## src/rtl/vga_rx_monitor.sv

```systemverilog
// VGA receive-side monitor: recovers line/frame timing and pixel coordinates from sampled
// sync/video_on, and reports a per-frame colour checksum with lock and sticky error status.
module vga_rx_monitor #(
    parameter int unsigned H_TOTAL  = 800,
    parameter int unsigned V_TOTAL  = 525,
    parameter int unsigned H_ACTIVE = 640,
    parameter int unsigned V_ACTIVE = 480,
    parameter int unsigned SYNC_LOW = 1
) (
    input  logic        clk,
    input  logic        rst,
    input  logic        pix_en,
    input  logic        hs_in,
    input  logic        vs_in,
    input  logic        de_in,
    input  logic [11:0] color_in,
    output logic        pix_valid,
    output logic [9:0]  pix_x,
    output logic [9:0]  pix_y,
    output logic [11:0] pix_data,
    output logic [9:0]  line_len,
    output logic [9:0]  frame_lines,
    output logic [15:0] frame_sum,
    output logic        frame_done,
    output logic        locked,
    output logic        timing_err
);

    localparam int unsigned CNT_W = 10;
    localparam int unsigned CLR_W = 12;
    localparam int unsigned SUM_W = 16;
    localparam logic [CNT_W-1:0] CNT_MAX = '1;

    typedef enum logic [1:0] {
        SEARCH  = 2'd0,
        MEASURE = 2'd1,
        LOCKED  = 2'd2
    } state_t;

    function automatic logic [CNT_W-1:0] sat_inc(input logic [CNT_W-1:0] v);
        return (v == CNT_MAX) ? v : v + CNT_W'(1);
    endfunction

    state_t             state_q, state_d;
    logic               hs_prev_q, hs_prev_d;
    logic               vs_prev_q, vs_prev_d;
    logic [CNT_W-1:0]   hcnt_q, hcnt_d;
    logic [CNT_W-1:0]   vcnt_q, vcnt_d;
    logic [CNT_W-1:0]   xcnt_q, xcnt_d;
    logic [CNT_W-1:0]   ycnt_q, ycnt_d;
    logic               line_de_q, line_de_d;
    logic               lines_ok_q, lines_ok_d;
    logic [SUM_W-1:0]   acc_q, acc_d;
    logic               pix_valid_q, pix_valid_d;
    logic [CNT_W-1:0]   pix_x_q, pix_x_d;
    logic [CNT_W-1:0]   pix_y_q, pix_y_d;
    logic [CLR_W-1:0]   pix_data_q, pix_data_d;
    logic [CNT_W-1:0]   line_len_q, line_len_d;
    logic [CNT_W-1:0]   frame_lines_q, frame_lines_d;
    logic [SUM_W-1:0]   frame_sum_q, frame_sum_d;
    logic               frame_done_q, frame_done_d;
    logic               locked_q, locked_d;
    logic               timing_err_q, timing_err_d;

    logic               hs_act, vs_act, hs_edge, vs_edge;
    logic [CNT_W-1:0]   line_len_new, frame_lines_new;
    logic [SUM_W-1:0]   acc_sum;
    logic               line_ok, frame_ok;

    // Edge detection is against the previous pix_en tick, not the previous clk.
    assign hs_act  = (SYNC_LOW != 0) ? ~hs_in : hs_in;
    assign vs_act  = (SYNC_LOW != 0) ? ~vs_in : vs_in;
    assign hs_edge = pix_en & hs_act & ~hs_prev_q;
    assign vs_edge = pix_en & vs_act & ~vs_prev_q;

    assign line_len_new    = sat_inc(hcnt_q);
    assign frame_lines_new = sat_inc(vcnt_q);
    assign acc_sum         = acc_q + (de_in ? SUM_W'(color_in) : SUM_W'(0));

    // A good line has the nominal period and is either fully active or pure blanking.
    assign line_ok  = (line_len_new == CNT_W'(H_TOTAL)) &&
                      ((xcnt_q == CNT_W'(H_ACTIVE)) || (xcnt_q == '0));
    assign frame_ok = (frame_lines_new == CNT_W'(V_TOTAL)) &&
                      (ycnt_q == CNT_W'(V_ACTIVE)) && lines_ok_q &&
                      (!hs_edge || line_ok);

    always_comb begin
        state_d       = state_q;
        hs_prev_d     = hs_prev_q;
        vs_prev_d     = vs_prev_q;
        hcnt_d        = hcnt_q;
        vcnt_d        = vcnt_q;
        xcnt_d        = xcnt_q;
        ycnt_d        = ycnt_q;
        line_de_d     = line_de_q;
        lines_ok_d    = lines_ok_q;
        acc_d         = acc_q;
        pix_valid_d   = 1'b0;
        pix_x_d       = pix_x_q;
        pix_y_d       = pix_y_q;
        pix_data_d    = pix_data_q;
        line_len_d    = line_len_q;
        frame_lines_d = frame_lines_q;
        frame_sum_d   = frame_sum_q;
        frame_done_d  = 1'b0;
        timing_err_d  = timing_err_q;

        if (pix_en) begin
            hs_prev_d   = hs_act;
            vs_prev_d   = vs_act;
            pix_valid_d = de_in;
            if (de_in) begin
                pix_x_d    = xcnt_q;
                pix_y_d    = ycnt_q;
                pix_data_d = color_in;
            end

            hcnt_d    = hs_edge ? '0 : sat_inc(hcnt_q);
            xcnt_d    = hs_edge ? '0 : (de_in ? sat_inc(xcnt_q) : xcnt_q);
            line_de_d = hs_edge ? 1'b0 : (line_de_q | de_in);
            acc_d     = vs_edge ? '0 : acc_sum;

            if (hs_edge) begin
                line_len_d = line_len_new;
                lines_ok_d = lines_ok_q & line_ok;
                vcnt_d     = sat_inc(vcnt_q);
                if (line_de_q) begin
                    ycnt_d = sat_inc(ycnt_q);
                end
            end

            // VS edge takes priority over the line-count increment of a coincident HS edge.
            if (vs_edge) begin
                vcnt_d        = '0;
                ycnt_d        = '0;
                lines_ok_d    = 1'b1;
                frame_lines_d = frame_lines_new;
                frame_sum_d   = acc_sum;
                frame_done_d  = 1'b1;
            end

            case (state_q)
                SEARCH: begin
                    if (vs_edge) begin
                        state_d = MEASURE;
                    end
                end
                MEASURE: begin
                    if (vs_edge && frame_ok) begin
                        state_d = LOCKED;
                    end
                end
                LOCKED: begin
                    if ((hs_edge && !line_ok) || (vs_edge && !frame_ok)) begin
                        state_d      = SEARCH;
                        timing_err_d = 1'b1;
                    end
                end
                default: state_d = SEARCH;
            endcase
        end

        locked_d = (state_d == LOCKED);
    end

    always_ff @(posedge clk) begin
        if (!rst) begin
            state_q       <= SEARCH;
            hs_prev_q     <= 1'b0;
            vs_prev_q     <= 1'b0;
            hcnt_q        <= '0;
            vcnt_q        <= '0;
            xcnt_q        <= '0;
            ycnt_q        <= '0;
            line_de_q     <= 1'b0;
            lines_ok_q    <= 1'b1;
            acc_q         <= '0;
            pix_valid_q   <= 1'b0;
            pix_x_q       <= '0;
            pix_y_q       <= '0;
            pix_data_q    <= '0;
            line_len_q    <= '0;
            frame_lines_q <= '0;
            frame_sum_q   <= '0;
            frame_done_q  <= 1'b0;
            locked_q      <= 1'b0;
            timing_err_q  <= 1'b0;
        end else begin
            state_q       <= state_d;
            hs_prev_q     <= hs_prev_d;
            vs_prev_q     <= vs_prev_d;
            hcnt_q        <= hcnt_d;
            vcnt_q        <= vcnt_d;
            xcnt_q        <= xcnt_d;
            ycnt_q        <= ycnt_d;
            line_de_q     <= line_de_d;
            lines_ok_q    <= lines_ok_d;
            acc_q         <= acc_d;
            pix_valid_q   <= pix_valid_d;
            pix_x_q       <= pix_x_d;
            pix_y_q       <= pix_y_d;
            pix_data_q    <= pix_data_d;
            line_len_q    <= line_len_d;
            frame_lines_q <= frame_lines_d;
            frame_sum_q   <= frame_sum_d;
            frame_done_q  <= frame_done_d;
            locked_q      <= locked_d;
            timing_err_q  <= timing_err_d;
        end
    end

    assign pix_valid   = pix_valid_q;
    assign pix_x       = pix_x_q;
    assign pix_y       = pix_y_q;
    assign pix_data    = pix_data_q;
    assign line_len    = line_len_q;
    assign frame_lines = frame_lines_q;
    assign frame_sum   = frame_sum_q;
    assign frame_done  = frame_done_q;
    assign locked      = locked_q;
    assign timing_err  = timing_err_q;

endmodule

```

## config.mk

```make
export PLATFORM = sky130hd
export DESIGN_NAME = vga_rx_monitor
export DESIGN_NICKNAME = d
export VERILOG_FILES = /design/src/rtl/vga_rx_monitor.sv
export SDC_FILE = /design/constraint.sdc
export NUM_CORES = 1
export LEC_CHECK = 0
export BUFFER_PORTS_ARGS = -buffer_cell sky130_fd_sc_hd__buf_4
export CORE_MARGIN = 5
export CORE_UTILIZATION = 46
export CTS_CLUSTER_SIZE = 12
export DETAILED_ROUTE_END_ITERATION = 8
export PLACE_DENSITY_LB_ADDON = 0.25
export REMOVE_ABC_BUFFERS = 1
export SETUP_SLACK_MARGIN = 0.5
export SYNTH_ARGS = -nofsm -noshare
export SYNTH_HDL_FRONTEND = slang
export SYNTH_SLANG_ARGS = --single-unit
```

## constraint.sdc

```tcl
create_clock -name clk -period 2.9 [get_ports clk]
set_input_delay 0.29 -clock clk [delete_from_list [all_inputs] [get_ports clk]]
set_output_delay 0.29 -clock clk [all_outputs]
set_load 0.02 [all_outputs]
```

### Yosys cells after proc, flatten, opt, wreduce, memory -nomap -nowiden

Index checks and enable logic that the tools add are counted.
W data, S select, Z words.

* reduce and logical (&&, ||, !) cells: 26
* equality and inequality tests: 13
* add/sub/neg operators: 5
* $mul: 0
* div/mod/pow operators: 0
* shift-type cells: 0
* bitwise gates (word level): 10
* mux-type cells: 23
* $lt $le $gt $ge: 0

Operators with widths (count)
* $mux W10: 12
* $eq A10 B10 Y1 const B: 7
* $add A10 B1 Y10 const B: 4
* $add A16 B12 Y16: 1
* $mux W16: 1
* $mux W12: 1
* $eq A10 B9 Y1 const B: 1
* $logic_not A10 Y1: 1
* $reduce_and A2 Y1: 5
* $mux W2: 4
* $logic_and A1 B1 Y1: 7
* $pmux W2 S3: 1
* $reduce_and A3 Y1: 2
* $reduce_bool A2 Y1: 3
* $and A1 B1 Y1: 5
* $eq A2 B2 Y1 const B: 2
* $mux W1: 4
* $ne A2 B2 Y1 const B: 2
* $not A1 Y1: 4
* $reduce_and A4 Y1: 1
* $logic_not A1 Y1: 3
* $logic_or A1 B1 Y1: 3
* $eq A2 B1 Y1 const B: 1
* $logic_not A2 Y1: 1
* $or A1 B1 Y1: 1

* latch bits: 0
* logic and storage cells: 97
* RAM bits: 0
* memories kept: 0
* register bits: 134
* bits in read-only memories: 0
* output and inout bits: 72

### Longest topological paths before layout

Gate-level depths: netlist of run 1.

* depth in word-level cells: 13
* mapped depth: 11

### Worst setup path before layout of run 1

No wires, ideal clock.

* kind: input -> register
* start: input port de_in
* end: register acc_q[14]
* stages: 10
* data required time: 2.826 ns
* arrival time: 2.345 ns
* path buffers: 1
* slack: 0.481 ns
* library setup time: 0.074 ns
* cell sequence: clkbuf_1 nand2_1 fa_1 nor2b_1 o31a_1 o211ai_1 a31oi_1 nand3_1 or4_1 o21ai_0

* word-level cells in the longest chain between the ends: 3

Ends and longest elaborated chain
* start, declared: line 15 `input logic de_in,`
* $mux W12: line 78 `assign acc_sum = acc_q + (de_in ? SUM_W'(color_in) : SUM_W'(0));`
* $add A16 B12 Y16: line 78
* $mux W16: line 121 `acc_d = vs_edge ? '0 : acc_sum;`
* end signal, assigned: line 177 `acc_q <= '0;`
* end signal, assigned: line 198 `acc_q <= acc_d;`
* end, declared: line 53 `logic [SUM_W-1:0] acc_q, acc_d;`

Every way passes these cells.
A chain may end at the register's enable or synchronous reset.

### Final worst setup path of run 1

* start: register xcnt_q[0]
* end: register xcnt_q[9]

* word-level cells in the longest chain between the ends: 4
* elaborated cells on any way between the ends: 7

Ends and longest elaborated chain
* start, declared: line 49 `logic [CNT_W-1:0] xcnt_q, xcnt_d;`
* start signal, assigned: line 194 `xcnt_q <= xcnt_d;`
* $add A10 B1 Y10: line 41 `return (v == CNT_MAX) ? v : v + CNT_W'(1);`
* $mux W10: line 41
* $mux W10 (2 in a row): line 119 `xcnt_d = hs_edge ? '0 : (de_in ? sat_inc(xcnt_q) : xcnt_q);`

Parallel ways exist; a longest one is shown, timed or not. The select of a mux whose other input is x is not followed.

==> results_dict.tcl, run 1 <==
set metrics [dict create \
    clock_latency_ns 0.42 \
    period_needed_ns 2.372 \
    fillers 1266 \
    syn_to_final_growth_pct 24.77 \
    drv_slew 0 \
    crit_type "register to register" \
    gr-usage-all-layers_pct 19.50 \
    synth.distinct_cells 67 \
    grt_overflow 0 \
    grt_max_degree 57 \
    ff_latch_area_mm2 0.002699 \
    die_w_um 128.5 \
    yosysSeqAreaShare_pct 41.52 \
    critical_path.startpoint "xcnt_q[0]$_SDFFE_PN0P_" \
    multi_input_area_mm2 0.003647 \
    nets 918 \
    num_rows 43 \
    synth_cells 797 \
    io_buffers 89 \
    ir_worst_vdd_v 0.0004442 \
    crit_arrival_ns 2.67 \
    gp_congestion 0.9279 \
    routedWlPerCell_um 14.94 \
    cts.sinks 134 \
    vias_per_cell 5.366 \
    p_leak_nw 3.114 \
    cp_top_family "simple AND/OR/NAND/NOR gates" \
    grt_pass1_wl_um 26180 \
    relSlewSlack_pct 57.18 \
    hold_violations 0 \
    cts-root-buf "clkbuf_16" \
    drive_gt1_share_pct 20.76 \
    clk_pin_slew_ns 0.06 \
    crit_required_ns 3.20 \
    drt_iter0_markers 338 \
    path_cells "buf_4 > ha_1 > and4_1 > a31oi_1 > or2_2 > nor4b_2 > and2_1 > xnor2_1 > nor2_1" \
    ys_seq_elements 134 \
    htree_levels 4 \
    dp_hpwl_um 11050 \
    crit_buf_inv 1 \
    start_util_pct 46.73 \
    synth-async-reset-ratio_pct 0 \
    numCtsBuffers 17 \
    syn_area_per_cell_um2 8.107 \
    yosysWarningCount 0 \
    power_density_mw_per_mm2 552.3 \
    ys.flop_type "dfxtp_1" \
    cpPeakStageDelay_ns 0.38 \
    hp-class "input port to register" \
    endpoint_kind "register" \
    drtPass1Iterations 5 \
    skew_ns 0.003751 \
    synthesis.area_mm2 0.006461 \
    grt_pass1_vias 5438 \
    synth-edff-count 0 \
    dieArea_mm2 0.01652 \
    die_h_um 128.5 \
    status "finished, final reports clean" \
    worstPathMaxFanout 4 \
    worstMarginPinSlew_ns 0.6339 \
    cts_tree "built" \
    ios 90 \
    n_antenna_cell 0 \
    core_area_mm2 0.01383 \
    startpoint_type "register" \
    place_area_mm2 0.007310 \
    finalSetupViolCount 0 \
    routed-via-count 5747 \
    reg2reg_from "xcnt_q[0]$_SDFFE_PN0P_" \
    finalSetupTns_ns 0 \
    cts.path.max_buffers 2 \
    cp_slowest_cell "a31oi_1" \
    postLayoutCellArea_mm2 0.008061 \
    final_antenna_net_count 0 \
    min_from "hs_in" \
    grt_antenna_before_repair 0 \
    drc 0 \
    fmax_ghz 0.4216 \
    grt_setup_unrepaired "true" \
    period_share_pct 81.79 \
    routed_wl_um 16000 \
    maxCapViolations 0 \
]
-- cell families (layout without fill, tap and decap cells) --
group                    count (synthesis)  in the layout  synth area share, %
AND/OR/NAND/NOR                        348            348                25.35
AO/OA/AOI/OAI                          183            183                18.45
flip-flops                             134            134                41.52
buffers and inverters                   63            157                3.912
XOR/XNOR                                40             40                5.422
adder cells (fa/ha/maj)                 19             19                3.796
multiplexers                            10             10                1.549
-- worst reg2reg max path, delay by kind of cell, from the launching register on --
kind	cells	cell delay, ns
AOI/OAI and AO/OA	1	0.38
xor gates and xnor gates	1	0.11
adders and majority gates	1	0.20
buffers and inverters	1	0.14
DFF	1	0.36
and+or+nand+nor	5	1.06
-- cells in the mapped netlist, types with 10 or more instances --
library cell  instances  area share [%]
nand3_1              29             2.2
a21oi_1              83             6.4
ha_1                 18             3.5
nand2_1             139             8.1
nor2_1               95             5.5
and2_1               24             2.3
dfxtp_1             134              42
a211oi_1             14             1.6
o21a_1               11             1.3
xnor2_1              21             2.8
clkbuf_1             33             1.9
inv_1                15            0.87
buf_2                10            0.77
xor2_1               19             2.6
a31oi_1              12             1.2
mux2i_1              10             1.5
and3_1               10            0.97
o21ai_0              20             1.5
-- worst paths after layout --
kind / endpoint / slack, ns / cells past startpoint
setup / recovery: xcnt_q[9]$_SDFFE_PN0P_ / 0.53 / 9
hold / removal: hs_prev_q$_SDFFE_PN0P_ / 0.07 / 2
setup reg to reg: xcnt_q[9]$_SDFFE_PN0P_ / 0.53 / 9
hold reg to reg: frame_lines[2]$_SDFFE_PN0P_ / 0.45 / 2
-- state kept, by name, summed over array words and instances (netlist names), 2 cells and up --
| signal | flops |
|---|---|
| acc_q | 16 |
| frame_sum | 16 |
| pix_data | 12 |
| frame_lines | 10 |
| hcnt_q | 10 |
| line_len | 10 |
| pix_x | 10 |
| pix_y | 10 |
| vcnt_q | 10 |
| xcnt_q | 10 |
| ycnt_q | 10 |
| state_q | 2 |
-- cells in the final DEF (no fill, tap or decap), types with 3 or more instances in the layout --
cell / netlist / layout
a211oi_2: 1 / 3
clkbuf_16: 0 / 17
o21ai_0: 20 / 20
a211oi_1: 14 / 12
ha_1: 18 / 14
nand2b_1: 6 / 5
nor3_1: 5 / 5
nor2_1: 95 / 94
a311oi_1: 3 / 3
o211ai_1: 6 / 6
and2_1: 24 / 24
xnor2_1: 21 / 21
dfxtp_2: 0 / 4
a21oi_1: 83 / 83
and3_1: 10 / 10
a31oi_1: 12 / 12
mux2i_1: 10 / 10
inv_1: 15 / 13
nand3_1: 29 / 28
ha_4: 0 / 3
a22o_1: 4 / 4
or2_2: 3 / 3
or3_1: 6 / 6
nand4_1: 4 / 4
o21a_1: 11 / 11
nand2_1: 139 / 138
clkinv_2: 0 / 4
buf_4: 1 / 110
xor2_1: 19 / 19
a21o_1: 5 / 5
dfxtp_1: 134 / 127
and4_1: 6 / 6
dfxtp_4: 0 / 3
clkinvlp_4: 0 / 3
bufinv_16: 0 / 3
-- area by class of cell --
class	count	area share, %
tap	180	2.794
clock buffer	19	5.494
clock inverter	10	1.645
sequential	134	33.48
inverter	17	0.8536
timing repair buffer	111	10.49
multi-input combinational	600	45.24
-- per-layer routing --
metal / wire length (µm) / share of wire (%) / track usage, % / vias to the layer above
met2: 7464 / 47 / 31.93 / 139
met4: 301 / 1.9 / 7.227 / 0
li1: - / - / - / 2918
met5: 0 / 0 / 0 / -
met1: 7266 / 45 / 24.93 / 2669
met3: 969 / 6.1 / 4.940 / 21
-- where the power goes --
| group | internal [mW] | switching [mW] | total, mW |
|---|---|---|---|
| clock network | 1.35 | 0.767 | 2.12 |
| registers | 1.89 | 0.0333 | 1.92 |
| logic | 0.165 | 0.250 | 0.416 |
-- what timing repair did --
action,in CTS,in global routing
pin swaps,6,12
endpoints found under the setup margin,5,11
resized for setup,10,24
buffers inserted,1,5
hold buffers,0,0
-- per-stage QoR --
step	util (%)	total power, mW	std cells	worst slack (ns)	hold WS [ns]
3_3_place_gp	52.86	2.355	1036	0.2257	0.4419
6_report	58.30	4.452	1071	0.5281	0.06955
4_1_cts	57.25	4.482	1066	0.4663	0.05428
3_5_place_dp	52.86	2.359	1036	0.2018	0.4453
5_1_grt	58.30	4.628	1071	0.4198	0.06817
2_1_floorplan	-	2.195	751	0.4938	0.3846
Power figures use the tool's default switching activity.
==> run 2: changes to the inputs <==
==> constraint.sdc (replaced) <==
create_clock -name clk -period 2.2 [get_ports clk]
set_input_delay 0.22 -clock clk [delete_from_list [all_inputs] [get_ports clk]]
set_output_delay 0.22 -clock clk [all_outputs]
set_load 0.02 [all_outputs]
==> results_dict.tcl, run 2 (synthesized netlist as in run 1, its figures left out) <==
set metrics [dict create \
    dp_hpwl_um 11810 \
    dieArea_mm2 0.01652 \
    violations "setup timing" \
    period_needed_ns 2.323 \
    period_share_pct 105.6 \
    die_w_um 128.5 \
    crit_required_ns 2.55 \
    hp-class "input port to register" \
    grt_antenna_before_repair 0 \
    clk_pin_slew_ns 0.06 \
    ios 90 \
    routed-via-count 6302 \
    core_area_mm2 0.01383 \
    cts_tree "built" \
    worst_slack_ns -0.1227 \
    hold_buffers 0 \
    worstPathMaxFanout 3 \
    fmax_ghz 0.4305 \
    power_density_mw_per_mm2 667.2 \
    reg2reg_from "xcnt_q[0]$_SDFFE_PN0P_" \
    num_rows 43 \
    crit_type "register to register" \
    routedWlPerCell_um 15.68 \
    status "finished, violations left" \
    drc 0 \
    drt_iter0_markers 338 \
    endpoint_kind "register" \
    grt_pass1_wl_um 29640 \
    nets 1025 \
    layout_commonest_cell "buf_4" \
    rr_endpoint "locked$_SDFF_PN0_" \
    grt_pass1_vias 6209 \
    drtPass1Iterations 5 \
    min_from "hs_in" \
    met2_length_um 9299 \
    io_buffers 89 \
    n_antenna_cell 0 \
    hold_violations 0 \
    start_util_pct 46.73 \
    routed_wl_um 18520 \
    power_mw 6.293 \
    vias_per_cell 5.336 \
    skew_ns 0.01092 \
    cts.path.max_buffers 2 \
    final_antenna_net_count 0 \
    finalSetupViolCount 6 \
    drv_slew 0 \
    whs_ns 0.01664 \
    gp_congestion 0.9282 \
    drive_gt1_share_pct 36.66 \
    maxCapViolations 0 \
    syn_to_final_growth_pct 45.97 \
    grt_setup_unrepaired "true" \
    numCtsBuffers 17 \
    wl_met1_um 7879 \
    gr-usage-all-layers_pct 22.16 \
    cts.sinks 134 \
    startpoint_type "register" \
    relSlewSlack_pct 69.37 \
    reg2regPathDepth 9 \
    grt_overflow 0 \
    grt_max_degree 76 \
    p_leak_nw 3.808 \
    worstMarginPinSlew_ns 0.4560 \
    cts-root-buf "clkbuf_16" \
    ir_worst_vdd_v 0.0006782 \
    wl_met3_um 1043 \
    final_cell_mix "buf_4 (190), nand2_1 (127), dfxtp_1 (120), nor2_1 (92), a21oi_1 (78)" \
    routed.top_layer "met4" \
    die_h_um 128.5 \
    ff2ff_setup_slack_ns -0.12 \
    crit_arrival_ns 2.67 \
    clock_latency_ns 0.43 \
    worstHoldPathCells 2 \
    htree_levels 4 \
    hold_end "hs_prev_q$_SDFFE_PN0P_" \
]
-- run 2: cell types whose count changed in the layout (fill, tap and decap cells not counted), sizes merged --
cell / before / now
buf: 111 / 218
clkbuf: 19 / 18
clkinv: 4 / 7
bufinv: 3 / 5
clkinvlp: 3 / 2
-- run 2: cell type report --
cell class,instances,area [µm²]
clock buffer,18,429.2
clock inverter,14,207.7
fill,1077,4395
inverter,17,63.81
multi-input combinational,600,4053
sequential,134,2703
tap,180,225.2
timing repair buffer,218,1750
-- run 2: per-layer routing --
layer,global-route usage (%),vias up
met5,0,-
met1,26.71,2991
met4,7.906,0
li1,-,3128
met3,5.853,31
met2,38.19,152
-- run 2: worst max-delay path by stage --
stage | start | end
finish | xcnt_q[0]$_SDFFE_PN0P_ | locked$_SDFF_PN0_
global route | xcnt_q[0]$_SDFFE_PN0P_ | state_q[1]$_SDFF_PN0_
CTS | xcnt_q[0]$_SDFFE_PN0P_ | locked$_SDFF_PN0_
detailed placement | de_in | acc_q[13]$_SDFFE_PN0P_
global placement | de_in | acc_q[13]$_SDFFE_PN0P_
floorplan | vcnt_q[0]$_SDFFE_PN0P_ | state_q[1]$_SDFF_PN0_
-- run 2: what timing repair did --
action,CTS,global route
endpoints found under the setup margin,58,75
pin swaps,55,41
resized for setup,97,53
buffers inserted,18,16
gates cloned,0,0
-- run 2: power breakdown --
group	switching, mW	total [mW]	internal (mW)
registers	0.0386	2.53	2.49
clock network	1.06	3.06	2.00
logic	0.388	0.707	0.319
total	1.49	6.29	4.81
-- run 2: worst max-delay path: stages (launching register included) --
cell and delay, ns:
dfxtp_2 0.32, inv_2 0.07, ha_4 0.12, or4b_4 0.46
nor4_4 0.30, o221ai_2 0.17, a2111oi_4 0.29, or2b_4 0.22
a31oi_4 0.10, a211oi_2 0.19
-- run 2: per-stage QoR --
step	std cells	util (%)	TNS [ns]	area, µm²	setup WS (ns)
2_1_floorplan	751	-	-1.424	6272	-0.1984
3_3_place_gp	1115	57.15	-3.139	7903	-0.2430
3_5_place_dp	1115	57.15	-3.813	7903	-0.2671
4_1_cts	1165	65.69	-0.4763	9082	-0.1179
5_1_grt	1181	68.21	-1.535	9432	-0.2463
6_report	1181	68.21	-0.4335	9432	-0.1227
==> run 3: changes to the inputs <==
--- a/config.mk
+++ b/config.mk
@@ -11,7 +11,6 @@
 export CTS_CLUSTER_SIZE = 12
 export DETAILED_ROUTE_END_ITERATION = 8
 export PLACE_DENSITY_LB_ADDON = 0.25
-export REMOVE_ABC_BUFFERS = 1
 export SETUP_SLACK_MARGIN = 0.5
 export SYNTH_ARGS = -nofsm -noshare
 export SYNTH_HDL_FRONTEND = slang
==> results_dict.tcl, run 3 (synthesized netlist as in run 1, its figures left out) <==
set metrics [dict create \
    status "finished, violations left" \
    violations "setup timing" \
    fillers 1123 \
    grt_pass1_vias 6116 \
    ios 90 \
    hold_end "vs_prev_q$_SDFFE_PN0P_" \
    drt_iter0_markers 365 \
    crit_required_ns 2.55 \
    endpoint_kind "register" \
    fmax_ghz 0.4376 \
    drtPass1Iterations 5 \
    routed_wl_um 18250 \
    hold_violations 0 \
    final_antenna_net_count 0 \
    nets 1008 \
    finalSetupTns_ns -0.3076 \
    drv_slew 0 \
    skew_ns 0.007417 \
    worstHoldPathCells 2 \
    relSlewSlack_pct 68.10 \
    startpoint_type "register" \
    cts-root-buf "clkbuf_16" \
    num_rows 43 \
    place_area_mm2 0.008108 \
    reg2regPathDepth 10 \
    n_antenna_cell 0 \
    grt_setup_unrepaired "true" \
    pre_cts_slack_ns -0.2319 \
    rr_endpoint "acc_q[14]$_SDFFE_PN0P_" \
    clk_pin_slew_ns 0.06 \
    grt_antenna_before_repair 0 \
    start_util_pct 46.73 \
    hp-class "input port to register" \
    critical_path.startpoint "acc_q[0]$_SDFFE_PN0P_" \
    gp_congestion 0.9205 \
    whs_ns 0.02509 \
    syn_to_final_growth_pct 43.98 \
    dp_hpwl_um 12260 \
    finalSetupViolCount 5 \
    cts.path.max_buffers 2 \
    vias_per_cell 5.361 \
    cp_slowest_cell "or4_1" \
    path_cells "ha_4 > inv_2 > fa_2 > nor2b_2 > o31a_1 > o211ai_1 > a31oi_2 > nand3_2 > or4_1 > o21ai_1" \
    multi_input_area_mm2 0.004088 \
    maxCapViolations 0 \
    core_area_mm2 0.01383 \
    io_buffers 89 \
    power_mw 5.989 \
    period_share_pct 103.9 \
    postLayoutCellArea_mm2 0.009303 \
    drive_gt1_share_pct 35.71 \
    grt_overflow 0 \
    cpPeakStageDelay_ns 0.41 \
    crit_buf_inv 1 \
    dieArea_mm2 0.01652 \
    worstPathMaxFanout 2 \
    routed-via-count 6235 \
    final_cell_mix "buf_4 (176), nand2_1 (131), dfxtp_1 (119), nor2_1 (93), a21oi_1 (76)" \
    p_leak_nw 3.738 \
    grt_pass1_wl_um 29780 \
    syn-num-nets 834 \
    cts.sinks 134 \
    ir_worst_vdd_v 0.0005584 \
    crit_arrival_ns 2.64 \
    worst_slack_ns -0.08532 \
    routedWlPerCell_um 15.69 \
    gr-usage-all-layers_pct 22.32 \
    worstMarginPinSlew_ns 0.4767 \
    die_h_um 128.5 \
    clock_latency_ns 0.42 \
    crit_type "register to register" \
    htree_levels 4 \
    cp.depth 10 \
    period_needed_ns 2.285 \
    reg2reg_from "acc_q[0]$_SDFFE_PN0P_" \
    layout_commonest_cell "buf_4" \
    grt_max_degree 88 \
    min_from "vs_in" \
    power_density_mw_per_mm2 643.8 \
    die_w_um 128.5 \
    drc 0 \
    ff_latch_area_mm2 0.002709 \
    cp_top_family "compound AO/OA/AOI/OAI gates" \
    ff2ff_setup_slack_ns -0.09 \
    cts_tree "built" \
    numCtsBuffers 17 \
]
[run 3: power breakdown]
part | leakage, nW | internal (mW) | switching, mW
Combinational | 2.36 | 0.301 | 0.384
Sequential | 1.09 | 2.49 | 0.0420
Clock | 0.283 | 1.75 | 1.03
[run 3: metrics by stage]
step,cells,utilization (%)
after floorplan,797,-
after global placement,1105,58.64
after detailed placement,1105,58.64
after CTS,1150,65.08
after global routing,1163,67.28
final,1163,67.28
[run 3: how the worst max path moves through the flow]
stage                               to  slack, ns
3_5_place_dp    acc_q[14]$_SDFFE_PN0P_      -0.23
2_1_floorplan   acc_q[14]$_SDFFE_PN0P_      -0.03
3_3_place_gp    acc_q[14]$_SDFFE_PN0P_      -0.15
5_1_grt          state_q[1]$_SDFF_PN0_      -0.23
6_report        acc_q[14]$_SDFFE_PN0P_      -0.09
4_1_cts        timing_err$_SDFFE_PN0P_      -0.08
[run 3: what timing repair did]
item                                    in CTS  in global routing
buffers inserted                            13                 13
endpoints found under the setup margin      55                 65
hold endpoints to repair                     1                  0
pin swaps                                   46                 48
hold buffers                                 1                  0
resized for setup                           48                 50
[run 3: layout make-up]
| class | instances | share of cell area, % |
|---|---|---|
| inverter | 17 | 0.7397 |
| tap | 180 | 2.421 |
| sequential | 134 | 29.12 |
| timing repair buffer | 201 | 17.59 |
| multi-input combinational | 600 | 43.94 |
| clock inverter | 8 | 1.049 |
| clock buffer | 23 | 5.138 |
[run 3: metal layers]
metal / share of wire, % / GRT usage [%] / routed length [µm] / vias up
met5: 0 / 0 / 0 / -
met4: 2.1 / 8.215 / 392 / 0
met3: 6.5 / 6.683 / 1195 / 36
met2: 47 / 36.62 / 8661 / 192
met1: 44 / 27.86 / 7999 / 2901
li1: - / - / - / 3106
